[config.mk]
export PLATFORM = sky130hd
export DESIGN_NAME = cdb_arbiter_flat
export DESIGN_NICKNAME = d
export VERILOG_FILES = /design/src/rtl/toycore_pkg.sv /design/src/rtl/cdb_arbiter_if.sv /design/src/rtl/cdb_rr_pick.sv /design/src/rtl/cdb_arbiter.sv /design/src/flat_wrapper.sv
export SDC_FILE = /design/constraint.sdc
export NUM_CORES = 1
export LEC_CHECK = 0
export ABC_AREA = 1
export BUFFER_PORTS_ARGS = -buffer_cell sky130_fd_sc_hd__buf_2
export CORE_ASPECT_RATIO = 0.7
export CORE_MARGIN = 2
export CORE_UTILIZATION = 43
export DETAILED_ROUTE_END_ITERATION = 10
export MAX_ROUTING_LAYER = met4
export PLACE_DENSITY = 0.81
export SETUP_SLACK_MARGIN = 0.4
export SLEW_MARGIN = 20
export SYNTH_ARGS = -nofsm -noshare
export SYNTH_HDL_FRONTEND = slang
export SYNTH_SLANG_ARGS = --single-unit
[constraint.sdc]
create_clock -name clk -period 2.1 [get_ports clk]
set_input_delay 0.42 -clock clk [delete_from_list [all_inputs] [get_ports clk]]
set_output_delay 0.42 -clock clk [all_outputs]
set_load 0.1 [all_outputs]
[src/rtl/toycore_pkg.sv]
`default_nettype none
// toycore_pkg -- shared widths, the common-data-bus record and round-robin helper. Rev 1.0
package toycore_pkg;

  localparam int CDB_DATAW = 32;
  localparam int CDB_TAGW  = 6;

  typedef struct packed {
    logic                 en;
    logic [CDB_TAGW-1:0]  tag;
    logic [CDB_DATAW-1:0] value;
  } cdb_t;

  function automatic int unsigned rr_next(input int unsigned idx, input int unsigned n);
    return (idx + 1 >= n) ? 0 : idx + 1;
  endfunction

endpackage
`default_nettype wire

[src/rtl/cdb_arbiter_if.sv]
`default_nettype none
// cdb_arbiter_if -- requester handshake bundle plus the broadcast common data bus. Rev 1.0
interface cdb_arbiter_if #(
  parameter int NREQ  = 4,
  parameter int DATAW = toycore_pkg::CDB_DATAW,
  parameter int TAGW  = toycore_pkg::CDB_TAGW
);

  logic [NREQ-1:0]       req_valid;
  logic [NREQ*TAGW-1:0]  req_tag;
  logic [NREQ*DATAW-1:0] req_value;
  logic [NREQ-1:0]       req_ready;
  logic                  cdb_en;
  logic [TAGW-1:0]       cdb_tag;
  logic [DATAW-1:0]      cdb_value;

  modport master (
    output req_valid, req_tag, req_value,
    input  req_ready, cdb_en, cdb_tag, cdb_value
  );

  modport slave (
    input  req_valid, req_tag, req_value,
    output req_ready, cdb_en, cdb_tag, cdb_value
  );

endinterface
`default_nettype wire

[src/rtl/cdb_rr_pick.sv]
`default_nettype none
// cdb_rr_pick -- combinational round-robin pick: first request at or after rr_ptr, wrapping. Rev 1.0
module cdb_rr_pick #(
  parameter int NREQ = 4,
  parameter int PTRW = $clog2(NREQ)
) (
  input  logic [NREQ-1:0] req,
  input  logic [PTRW-1:0] rr_ptr,
  output logic [NREQ-1:0] grant,
  output logic [PTRW-1:0] grant_idx,
  output logic            any_grant
);

  localparam logic [PTRW:0] NREQ_W = (PTRW+1)'(NREQ);

  logic [PTRW:0]   sum;
  logic [PTRW-1:0] sel;

  always_comb begin
    grant     = '0;
    grant_idx = '0;
    any_grant = 1'b0;
    sum       = '0;
    sel       = '0;
    // lowest priority first so the highest-priority hit is the last write
    for (int k = NREQ - 1; k >= 0; k--) begin
      sum = {1'b0, rr_ptr} + (PTRW+1)'(k);
      if (sum >= NREQ_W) begin
        sum = sum - NREQ_W;
      end
      sel = sum[PTRW-1:0];
      if (req[sel]) begin
        grant      = '0;
        grant[sel] = 1'b1;
        grant_idx  = sel;
        any_grant  = 1'b1;
      end
    end
  end

endmodule
`default_nettype wire

[src/rtl/cdb_arbiter.sv]
`default_nettype none
// cdb_arbiter -- round-robin result-bus arbiter driving a registered CDB; skid buffer via CDB_ARB_SKID_EN. Rev 1.0
module cdb_arbiter
  import toycore_pkg::*;
#(
  parameter int DATAW = CDB_DATAW,
  parameter int TAGW  = CDB_TAGW,
  parameter int NREQ  = 4
) (
  input  logic         clk,
  input  logic         rst_n,
  cdb_arbiter_if.slave bus
);

  localparam int PTRW = $clog2(NREQ);

  logic [PTRW-1:0] rr_ptr;
  logic [NREQ-1:0] pick_req;
  logic [NREQ-1:0] pick_grant;
  logic [PTRW-1:0] pick_ptr;
  logic [PTRW-1:0] pick_idx;
  logic            pick_any;

  function automatic logic [PTRW-1:0] ptr_after(input logic [PTRW-1:0] idx);
    return PTRW'(rr_next({{(32-PTRW){1'b0}}, idx}, NREQ));
  endfunction

  cdb_rr_pick #(.NREQ(NREQ), .PTRW(PTRW)) u_pick (
    .req       (pick_req),
    .rr_ptr    (pick_ptr),
    .grant     (pick_grant),
    .grant_idx (pick_idx),
    .any_grant (pick_any)
  );

`ifdef CDB_ARB_SKID_EN
  logic [NREQ-1:0]  ent_v;
  logic [NREQ-1:0]  ent_v_nxt;
  logic [NREQ-1:0]  grant_r;
  logic [NREQ-1:0]  ready_r;
  logic [NREQ-1:0]  accept;
  logic [TAGW-1:0]  ent_tag   [NREQ];
  logic [DATAW-1:0] ent_value [NREQ];
  logic [PTRW-1:0]  grant_idx_r;
  logic [PTRW-1:0]  rr_ptr_nxt;
  logic             any_r;

  assign bus.req_ready = ready_r & {NREQ{rst_n}};
  assign accept        = bus.req_valid & bus.req_ready;
  assign ent_v_nxt     = accept | (ent_v & ~grant_r);
  assign rr_ptr_nxt    = any_r ? ptr_after(grant_idx_r) : rr_ptr;

  // Pick one cycle ahead on next-state entries so grant and ready both leave flops.
  assign pick_req = ent_v_nxt;
  assign pick_ptr = rr_ptr_nxt;

  always_ff @(posedge clk) begin
    if (!rst_n) begin
      ent_v         <= '0;
      grant_r       <= '0;
      grant_idx_r   <= '0;
      any_r         <= 1'b0;
      ready_r       <= '1;
      rr_ptr        <= '0;
      bus.cdb_en    <= 1'b0;
      bus.cdb_tag   <= '0;
      bus.cdb_value <= '0;
    end else begin
      ent_v       <= ent_v_nxt;
      grant_r     <= pick_grant;
      grant_idx_r <= pick_idx;
      any_r       <= pick_any;
      ready_r     <= ~ent_v_nxt | pick_grant;
      rr_ptr      <= rr_ptr_nxt;
      bus.cdb_en  <= any_r;
      if (any_r) begin
        bus.cdb_tag   <= ent_tag[grant_idx_r];
        bus.cdb_value <= ent_value[grant_idx_r];
      end
    end
  end

  always_ff @(posedge clk) begin
    for (int i = 0; i < NREQ; i++) begin
      if (accept[i]) begin
        ent_tag[i]   <= bus.req_tag[i*TAGW +: TAGW];
        ent_value[i] <= bus.req_value[i*DATAW +: DATAW];
      end
    end
  end
`else
  assign pick_req      = bus.req_valid;
  assign pick_ptr      = rr_ptr;
  assign bus.req_ready = pick_grant & {NREQ{rst_n}};

  always_ff @(posedge clk) begin
    if (!rst_n) begin
      rr_ptr        <= '0;
      bus.cdb_en    <= 1'b0;
      bus.cdb_tag   <= '0;
      bus.cdb_value <= '0;
    end else begin
      bus.cdb_en <= pick_any;
      if (pick_any) begin
        rr_ptr        <= ptr_after(pick_idx);
        bus.cdb_tag   <= bus.req_tag[int'(pick_idx)*TAGW +: TAGW];
        bus.cdb_value <= bus.req_value[int'(pick_idx)*DATAW +: DATAW];
      end
    end
  end
`endif

endmodule
`default_nettype wire

[src/flat_wrapper.sv]
// flat-port wrapper written by rule: the top's interface ports become plain ports
module cdb_arbiter_flat import toycore_pkg::*;
#(
  parameter int DATAW = CDB_DATAW,
  parameter int TAGW  = CDB_TAGW,
  parameter int NREQ  = 4
)
  (clk, rst_n, bus_req_valid, bus_req_tag, bus_req_value, bus_req_ready, bus_cdb_en, bus_cdb_tag, bus_cdb_value);
  cdb_arbiter_if #(.NREQ(NREQ), .DATAW(DATAW), .TAGW(TAGW)) bus_i ();
  input  logic clk;
  input  logic rst_n;
  input wire logic [$bits(bus_i.req_valid)-1:0] bus_req_valid;
  input wire logic [$bits(bus_i.req_tag)-1:0] bus_req_tag;
  input wire logic [$bits(bus_i.req_value)-1:0] bus_req_value;
  output wire logic [$bits(bus_i.req_ready)-1:0] bus_req_ready;
  output wire logic [$bits(bus_i.cdb_en)-1:0] bus_cdb_en;
  output wire logic [$bits(bus_i.cdb_tag)-1:0] bus_cdb_tag;
  output wire logic [$bits(bus_i.cdb_value)-1:0] bus_cdb_value;
  assign bus_i.req_valid = bus_req_valid;
  assign bus_i.req_tag = bus_req_tag;
  assign bus_i.req_value = bus_req_value;
  assign bus_req_ready = bus_i.req_ready;
  assign bus_cdb_en = bus_i.cdb_en;
  assign bus_cdb_tag = bus_i.cdb_tag;
  assign bus_cdb_value = bus_i.cdb_value;
  cdb_arbiter #(.DATAW(DATAW), .TAGW(TAGW), .NREQ(NREQ)) u_core (.clk(clk), .rst_n(rst_n), .bus(bus_i));
endmodule
==> results by stage, run 1 <==
Status:
- The run finished, with violations left.
- The final reports fail on negative setup slack.

STA:
- The minimum hold slack is 0.524 ns.
- Once routing completed, OpenROAD measured the worst setup slack at -0.243 ns.
- The clock arrives with 0.00377 ns of skew.
- The final worst-path cycle share is 1.12.
- Derived from the worst setup path, the maximum achievable clock frequency is 0.427 GHz.
- The remaining max-slew budget at the tightest pin is 0.662.
- Setup repair after global routing could not meet its margin everywhere.
- The total count of hold-check failures in the final report is 0.
- The total setup violations reported at the end of the flow is 44.
- The number of pins with negative max-slew slack in the final report is 0.
- Subtracting the final worst setup slack from the clock period gives 2.34 ns.
- The transition time of the tightest slew-check pin is 0.511 ns.

Die:
- The die is 120 um wide.
- The die covers 10200 um^2.
- The total I/O pin count is 201.
- The initial core utilization is 0.444.
- The placeable core area is 9070 um^2.
- The height of the die is 85.0 um.
- After floorplanning, the core was divided into 29 placement rows.

Synth:
- The synthesized netlist occupies a cell area of 4030 um^2.
- The sequential element share of the synthesized area is 0.204.
- The share of synthesized area in the top cell type comes to 0.204.
- The warning count from the yosys run is 0.
- The number of synthesized register bits is 41.
- By area the synthesized netlist is led by dfxtp_1, nand3_1, inv_1, nand2_1, nand3b_1.
- The synthesized net count is 873.
- The biggest area contributor in the post-synthesis netlist is dfxtp_1.
- Dividing the synthesized area by the synthesized cell count gives 5.70 um^2.
- Synthesis produced a netlist whose cell count is 707.
- The number of different library cells used by synthesis comes to 23.

Clock tree:
- The clock slew seen by the registers of the worst setup and hold paths is 0.06 ns.
- The clock sink count is 41.
- The worst-case clock buffer depth is 2.
- The clock reaches the later pin of the worst-skew pair after 0.28 ns.
- The clock tree from TritonCTS is built.
- The number of buffers inserted for hold repair after clock tree synthesis is 0.
- The clock buffer count from CTS is 5.
- The buffer type at the clock tree root is clkbuf_16.
- CTS built an H-tree with a depth of 2.

GRT:
- The initial antenna violation count was 0.
- The global-route wire length before repair is 24900 um.
- The met3 global-route usage is 0.0739.
- The most used routing layer in global routing is met2.
- In the global route stage, met2 resource usage came out at 0.530.
- The number of global-route vias before repair is 5155.
- The total congestion overflow is 0.
- For this run, global-route usage on met1 was measured as 0.382.
- Entering global routing, the biggest net connects 41 pins.
- The all-layer global routing usage is 0.313.

Job:
- The tool flagged a number of max-cap violations equal to 0.

Placed design:
- Input and output buffers added on the ports amount to 200.
- The congestion estimate from routability-driven global placement came to 0.868.
- The post-detailed-placement half-perimeter wirelength is 8760 um.
- The pre-CTS worst setup slack is -0.118 ns.

Critical path:
- The reg-to-reg setup timing slack is -0.24 ns.
- The nature of the critical path endpoint is a flop.
- The element type at the critical path start is a flop.
- The number of buffers and inverters on the critical path is 9.
- The signal on the critical path passes through buf_6 > nand2_1 > nand3_4 > nand2_4 > inv_6 > buf_6 > nand2_2 > nand2_2 > nand2_4 > buf_6 > buf_6 > buf_12 > buf_12 > buf_16 > nand3b_1 > nand3_1 > nand3_1 > nand2_1 > inv_1.
- The slowest stage of the critical path is the dfxtp_4 cell.
- On the critical path the largest part of the delay comes from buffers and inverters.
- Data on the critical path is required at its endpoint by 2.33 ns.
- The worst path arrival time is 2.57 ns.
- The most numerous cell on the critical path is buf_6.
- The peak per-stage delay on the critical path is 0.39 ns.
- In this run the worst path has a maximum fanout of 10.
- The critical path in this run is classified as reg2reg.

Drt:
- The number of DRC violations after detailed-routing iteration 0 is 329.
- The wire length reported by the detailed router is 15600 um.
- The count of nets left with antenna violations after detail routing is 0.
- Summing over every cut layer, the via total after detailed routing is 5315.
- The detail-routed net length per standard cell is 14.7 um.
- In the routed layout, each cell is associated on average with a via count of 5.01.
- The number of design rule violations left after detail routing is 0.
- The length of the first detailed-routing pass in iterations is 6.

Final layout:
- The area of all sequential standard cells is 826 um^2.
- The multi-input combinational cells in the finished layout cover a total of 2880 um^2.
- The number of inserted filler cells in the final layout is 669.
- The number of antenna diodes is 0.
- The layout net count is 1101.
- Relative to the synthesized area, the layout overhead comes to 75.6%.
- In the final layout, the share of cells above drive strength 1 is 0.458.

Min path:
- The worst hold path belongs to the class in2reg.
-- placed cells by master (no fill, tap or decap), drive strengths merged --
| master | netlist | layout |
|---|---|---|
| buf | 39 | 266 |
| inv | 207 | 207 |
| nand3 | 164 | 164 |
| nand2 | 148 | 148 |
| dfxtp | 41 | 41 |
| nand3b | 38 | 38 |
| o21ai | 38 | 38 |
| ha | 8 | 8 |
| clkbuf | 6 | 6 |
| o211ai | 5 | 5 |
| a21oi | 5 | 5 |
| nor2 | 4 | 4 |
| a211oi | 3 | 3 |
| clkinvlp | 0 | 2 |
| xor2 | 1 | 1 |
-- state kept, by name, summed over array words and instances (netlist names) --
| signal | flops |
|---|---|
| u_core.bus.cdb_tag | 6 |
| u_core.pick_ptr | 2 |
| u_core.bus.cdb_en | 1 |
| u_core.bus.cdb_value | 32 |
-- per-stage QoR --
step | TNS (ns) | cells | utilization | area, um^2
final | -6.92 | 1060 | 0.780 | 7070
after global placement | -0.510 | 1007 | 0.587 | 5320
after detailed placement | -3.77 | 1007 | 0.587 | 5320
after global routing | -11.53 | 1060 | 0.780 | 7070
after floorplan | -1.29 | 707 | - | 4150
after CTS | -5.02 | 1060 | 0.780 | 7070
-- kinds of logic (layout without fill, tap and decap cells) --
group                      Yosys count  in the layout  synth area share
xor gates and xnor gates             1              1           0.00217
AOI/OAI and AO/OA                   51             51            0.0683
and+or+nand+nor                    354            354             0.435
adders and majority gates            8              8            0.0248
DFF                                 41             41             0.204
buffers and inverters              252            481             0.266
-- repair_timing --
| action | CTS | global route |
|---|---|---|
| gates resized for setup | 202 | 0 |
| setup endpoints to repair | 45 | 45 |
| pin swaps | 70 | 1 |
| gates cloned | 19 | 0 |
| setup buffers | 26 | 0 |
-- synth_stat cells, drive strengths merged --
| master | n |
|---|---|
| dfxtp | 41 |
| ha | 8 |
| a211oi | 3 |
| nor2 | 4 |
| nand2 | 148 |
| xor2 | 1 |
| inv | 207 |
| o211ai | 5 |
| nand3b | 38 |
| o21ai | 38 |
| clkbuf | 6 |
| buf | 39 |
| nand3 | 164 |
| a21oi | 5 |
-- cell type report --
cell class	instances	area share
clock inverters	2	0.00212
repair buffers	266	0.320
well taps	124	0.0219
clock buffers	6	0.0182
multi-input cells	414	0.408
flip-flops and latches	41	0.117
inverters	207	0.113
-- final timing paths --
check / from / endpoint / depth (start not counted)
setup / recovery: u_core.pick_ptr[0] / u_core.bus.cdb_value[29] / 19
hold / removal: bus_req_value[48] / u_core.bus.cdb_value[16] / 7
setup reg to reg: u_core.pick_ptr[0] / u_core.bus.cdb_value[29] / 19
hold reg to reg: u_core.bus.cdb_value[15] / u_core.bus.cdb_value[15] / 4
-- routing by layer --
layer | vias to the layer above | share of wire
li1 | 2611 | -
met1 | 2387 | 0.41
met2 | 293 | 0.47
met3 | 24 | 0.11
met4 | 0 | 0.013
met5 | - | 0
-- worst reg2reg max path, delay by kind of cell, from the launching register on --
family | cells | cell delay [ns]
buffers and inverters | 9 | 1.04
AND/OR/NAND/NOR | 10 | 0.89
flip-flops | 1 | 0.39
Power of run 1 is not shown: default switching activity piles up to over one toggle a cycle in this logic, so the estimate is an artifact.
==> run 2, diff against run 1 <==
--- a/config.mk
+++ b/config.mk
@@ -9,12 +9,14 @@
 export BUFFER_PORTS_ARGS = -buffer_cell sky130_fd_sc_hd__buf_2
 export CORE_ASPECT_RATIO = 0.7
 export CORE_MARGIN = 2
-export CORE_UTILIZATION = 43
+export CORE_UTILIZATION = 39
 export DETAILED_ROUTE_END_ITERATION = 10
 export MAX_ROUTING_LAYER = met4
-export PLACE_DENSITY = 0.81
+export PLACE_DENSITY = 0.8
 export SETUP_SLACK_MARGIN = 0.4
+export SKIP_CTS_REPAIR_TIMING = 1
 export SLEW_MARGIN = 20
 export SYNTH_ARGS = -nofsm -noshare
 export SYNTH_HDL_FRONTEND = slang
+export SYNTH_HIERARCHICAL = 1
 export SYNTH_SLANG_ARGS = --single-unit
==> results by stage, run 2 <==
Clock tree:
- The clock buffer count from CTS is 5 (unchanged).
- The clock slew seen by the registers of the worst setup and hold paths is 0.06 ns (about the same).
- TritonCTS built the clock tree.
- Clock tree synthesis selected as its root buffer the cell clkbuf_16.
- The CTS H-tree depth is 2 (unchanged).
- The worst-case clock buffer depth is 2 (unchanged).
- The clock sink count was 41 (unchanged).
- The worst-skew pair later-pin latency was 0.28 ns (about the same).

Final layout:
- The final standard cell utilization of the core is 0.690 (-0.0901).
- The area growth from synthesis to final layout is 73.5%.
- The fraction of layout instances using a drive strength above 1 came to 0.497 (+0.0390).
- The register with the most flip-flops in the final layout is u_core/bus.cdb_value.
- The flip-flop count of the largest register after layout is 32 (unchanged).
- The number of antenna diodes is 0 (unchanged).
- The layout net count is 916 (-17%).
- The final non-filler cell area is 5380 um^2 (-24%).
- The most common library cell in the layout ignoring fill and taps is buf_2.
- In the layout the commonest cells are buf_2, nand2_1, nand3_1.

STA:
- The setup skew after layout is 0.00670 ns (+0.00293 ns).
- The number of pins with negative max-slew slack in the final report is 0 (unchanged).
- The final critical path time including I/O delays and setup came to 2.40 ns (+0.0556 ns).
- The total setup violations reported at the end of the flow is 44 (unchanged).
- The remaining max-slew budget at the tightest pin is 0.658 (-0.00405).
- The final setup slack of the worst path is -0.298 ns (-0.0556 ns).
- The upper clock frequency limit is 0.417 GHz (-2.3%).
- The transition time of the tightest slew-check pin is 0.517 ns (+0.00612 ns).
- Setup repair after global routing could not meet its margin everywhere.
- The final worst-path cycle share is 1.14 (+0.0265).
- The total count of hold-check failures in the final report was 0 (unchanged).
- The minimum hold slack is 0.495 ns (-0.0292 ns).

Placed design:
- The placed cell area is 4320 um^2 (-19%).
- The post-detailed-placement half-perimeter wirelength is 7500 um (-14%).
- The placer congestion estimate was 0.888 (+2.3%).
- The number of I/O port buffers is 200 (unchanged).

Critical path:
- The required time of the critical path is 1.68 ns (-0.65 ns).
- The most numerous cell on the critical path is nand2_2.
- The worst path arrival time came to 1.98 ns (-0.59 ns).
- The element type at the critical path start is a flop.
- The number of buffers and inverters on the critical path is 5 (-4).
- The worst register-to-register path begins at u_core/pick_ptr[0].
- The master of the slowest instance on the critical path is dfxtp_4.
- The type of the setup path with the least slack is reg2out.
- The cell type group with the largest total delay on the critical path is simple AND/OR/NAND/NOR gates.
- In this run the worst setup path begins at u_core/pick_ptr[0].
- The highest fanout seen on the critical path is 5 (-5).
- The peak per-stage delay on the critical path was 0.38 ns (about the same).
- The critical path goes through inv_6 > ha_4 > inv_4 > nand3_4 > nand2_2 > a21oi_1 > nand3_1 > nand2_1 > inv_1 > nand2_2 > clkinvlp_4 > buf_12.
- The nature of the critical path endpoint is a primary output.

GRT:
- The initial antenna violation count is 0 (unchanged).
- The number of global-route vias before repair was 3598 (-30%).
- The total congestion overflow was 0 (unchanged).
- The pin count of the biggest net entering global routing is 52 (+27%).
- The global-route wire length before repair is 16300 um (-34%).
- The all-layer global routing usage is 0.231 (-0.0821).

Drt:
- The number of DRC violations after detailed-routing iteration 0 is 304 (-7.6%).
- The count of nets left with antenna violations after detail routing is 0 (unchanged).
- The routed via count came to 4385 (-17%).
- The length of the first detailed-routing pass in iterations came to 4 (-2).
- The mean number of vias per cell came to 5.15 (+2.8%).
- The amount of wire on met3 after detailed routing came to 995 um (-40%).
- The routed length on met2 was 5810 um (-20%).
- The number of design rule violations left after detail routing is 0 (unchanged).
- The detail-routed net length per standard cell is 15.0 um (+1.9%).
- The highest metal layer carrying signal wires in the routed design is met4.
- The met1 layer wirelength in the final routing is 5760 um (-10%).
- The wire length reported by the detailed router is 12800 um (-18%).

Synth:
- The fraction of synthesis flops using an asynchronous set or reset pin is 0 (unchanged).
- The warning count from the yosys run is 6 (+6).
- In the synthesized netlist the dominant register cell turns out to be dfxtp_1.
- The number of synthesized register bits is 41 (unchanged).
- The summed instance area of the synthesized netlist came to 3100 um^2 (-23%).
- The post-synthesis cell type count is 22 (-4.3%).
- The synthesized net count is 695 (-20%).
- In the synthesized netlist, the cells that appear most often are nand2_1, nand3_1, a21oi_1.
- The most frequently used cell type in the post-synthesis netlist is nand2_1.
- The number of enable-type register cells in the synthesized netlist is 0 (unchanged).
- The synthesized instance count was 528 (-25%).
- The sequential element share of the synthesized area is 0.265 (+0.0609).
- The library cell with the largest summed area after synthesis is dfxtp_1.
- By area the synthesized netlist is led by dfxtp_1, nand2_1, nand3_1, a21oi_1, o21ai_0.
- The area share of the largest cell type after synthesis is 0.265 (+0.0609).
- The synthesized area per cell came to 5.87 um^2 (+3.1%).

Die:
- The height of the die is 78.6 um (-7.5%).
- The horizontal extent of the die is 111 um (-7.6%).
- The die footprint is 8690 um^2 (-15%).
- The placeable core area came to 7800 um^2 (-14%).
- The initial core utilization is 0.397 (-0.0467).
- The number of standard-cell rows in the floorplan was 27 (-6.9%).
- The total I/O pin count is 201 (unchanged).

Min path:
- The worst hold path begins at bus_req_value[69].
- The path type of the worst min-delay path is in2reg.

Status:
- The flow ran to the end, but the final reports show violations.
- The final reports fail on negative setup slack.

Job:
- The max-cap check violation count is 0 (unchanged).
-- run 2: cell families after synthesis --
logic type	Yosys count	share of synthesized area
AND/OR/NAND/NOR	324	0.448
AO/OA/AOI/OAI	89	0.145
buffers and inverters	65	0.106
flip-flops	41	0.265
adder cells (fa/ha/maj)	9	0.0363
-- run 2: tightest hold or removal path: cells and delay by family --
kind	cells	cell delay, ns
AO/OA/AOI/OAI	1	0.05
buffers and inverters	1	0.09
AND/OR/NAND/NOR	3	0.17
-- run 2: path summary, 6_finish.rpt --
check	to	slack [ns]	cells after the start
max	bus_req_ready[3]	-0.30	12
min	u_core/bus.cdb_value[5]	0.50	5
max reg2reg	u_core/bus.cdb_tag[2]	-0.23	15
min reg2reg	u_core/bus.cdb_value[5]	0.52	2
-- run 2: metrics by stage --
step | TNS, ns | cells | setup WS [ns]
2_1_floorplan | -0.0841 | 528 | -0.0210
3_3_place_gp | 0 | 809 | 0.0307
3_5_place_dp | -0.129 | 809 | -0.0287
4_1_cts | -1.29 | 817 | -0.254
5_1_grt | -12.46 | 851 | -0.357
6_report | -7.50 | 851 | -0.298
-- run 2: metal layers --
metal	up-vias	global-route usage
met3	17	0.0417
met5	-	-
li1	2171	-
met4	0	0.0463
met1	1988	0.291
met2	209	0.394
-- run 2: area by class of cell --
| type | instances | area (um^2) |
|---|---|---|
| Sequential cell | 41 | 828 |
| Fill cell | 649 | 2420 |
| Timing Repair inverter | 2 | 12.5 |
| Clock buffer | 8 | 136 |
| Inverter | 26 | 130 |
| Timing Repair Buffer | 250 | 1790 |
| Multi-Input combinational cell | 423 | 2360 |
| Tap cell | 101 | 126 |
Power of run 2 is left out for the same reason.
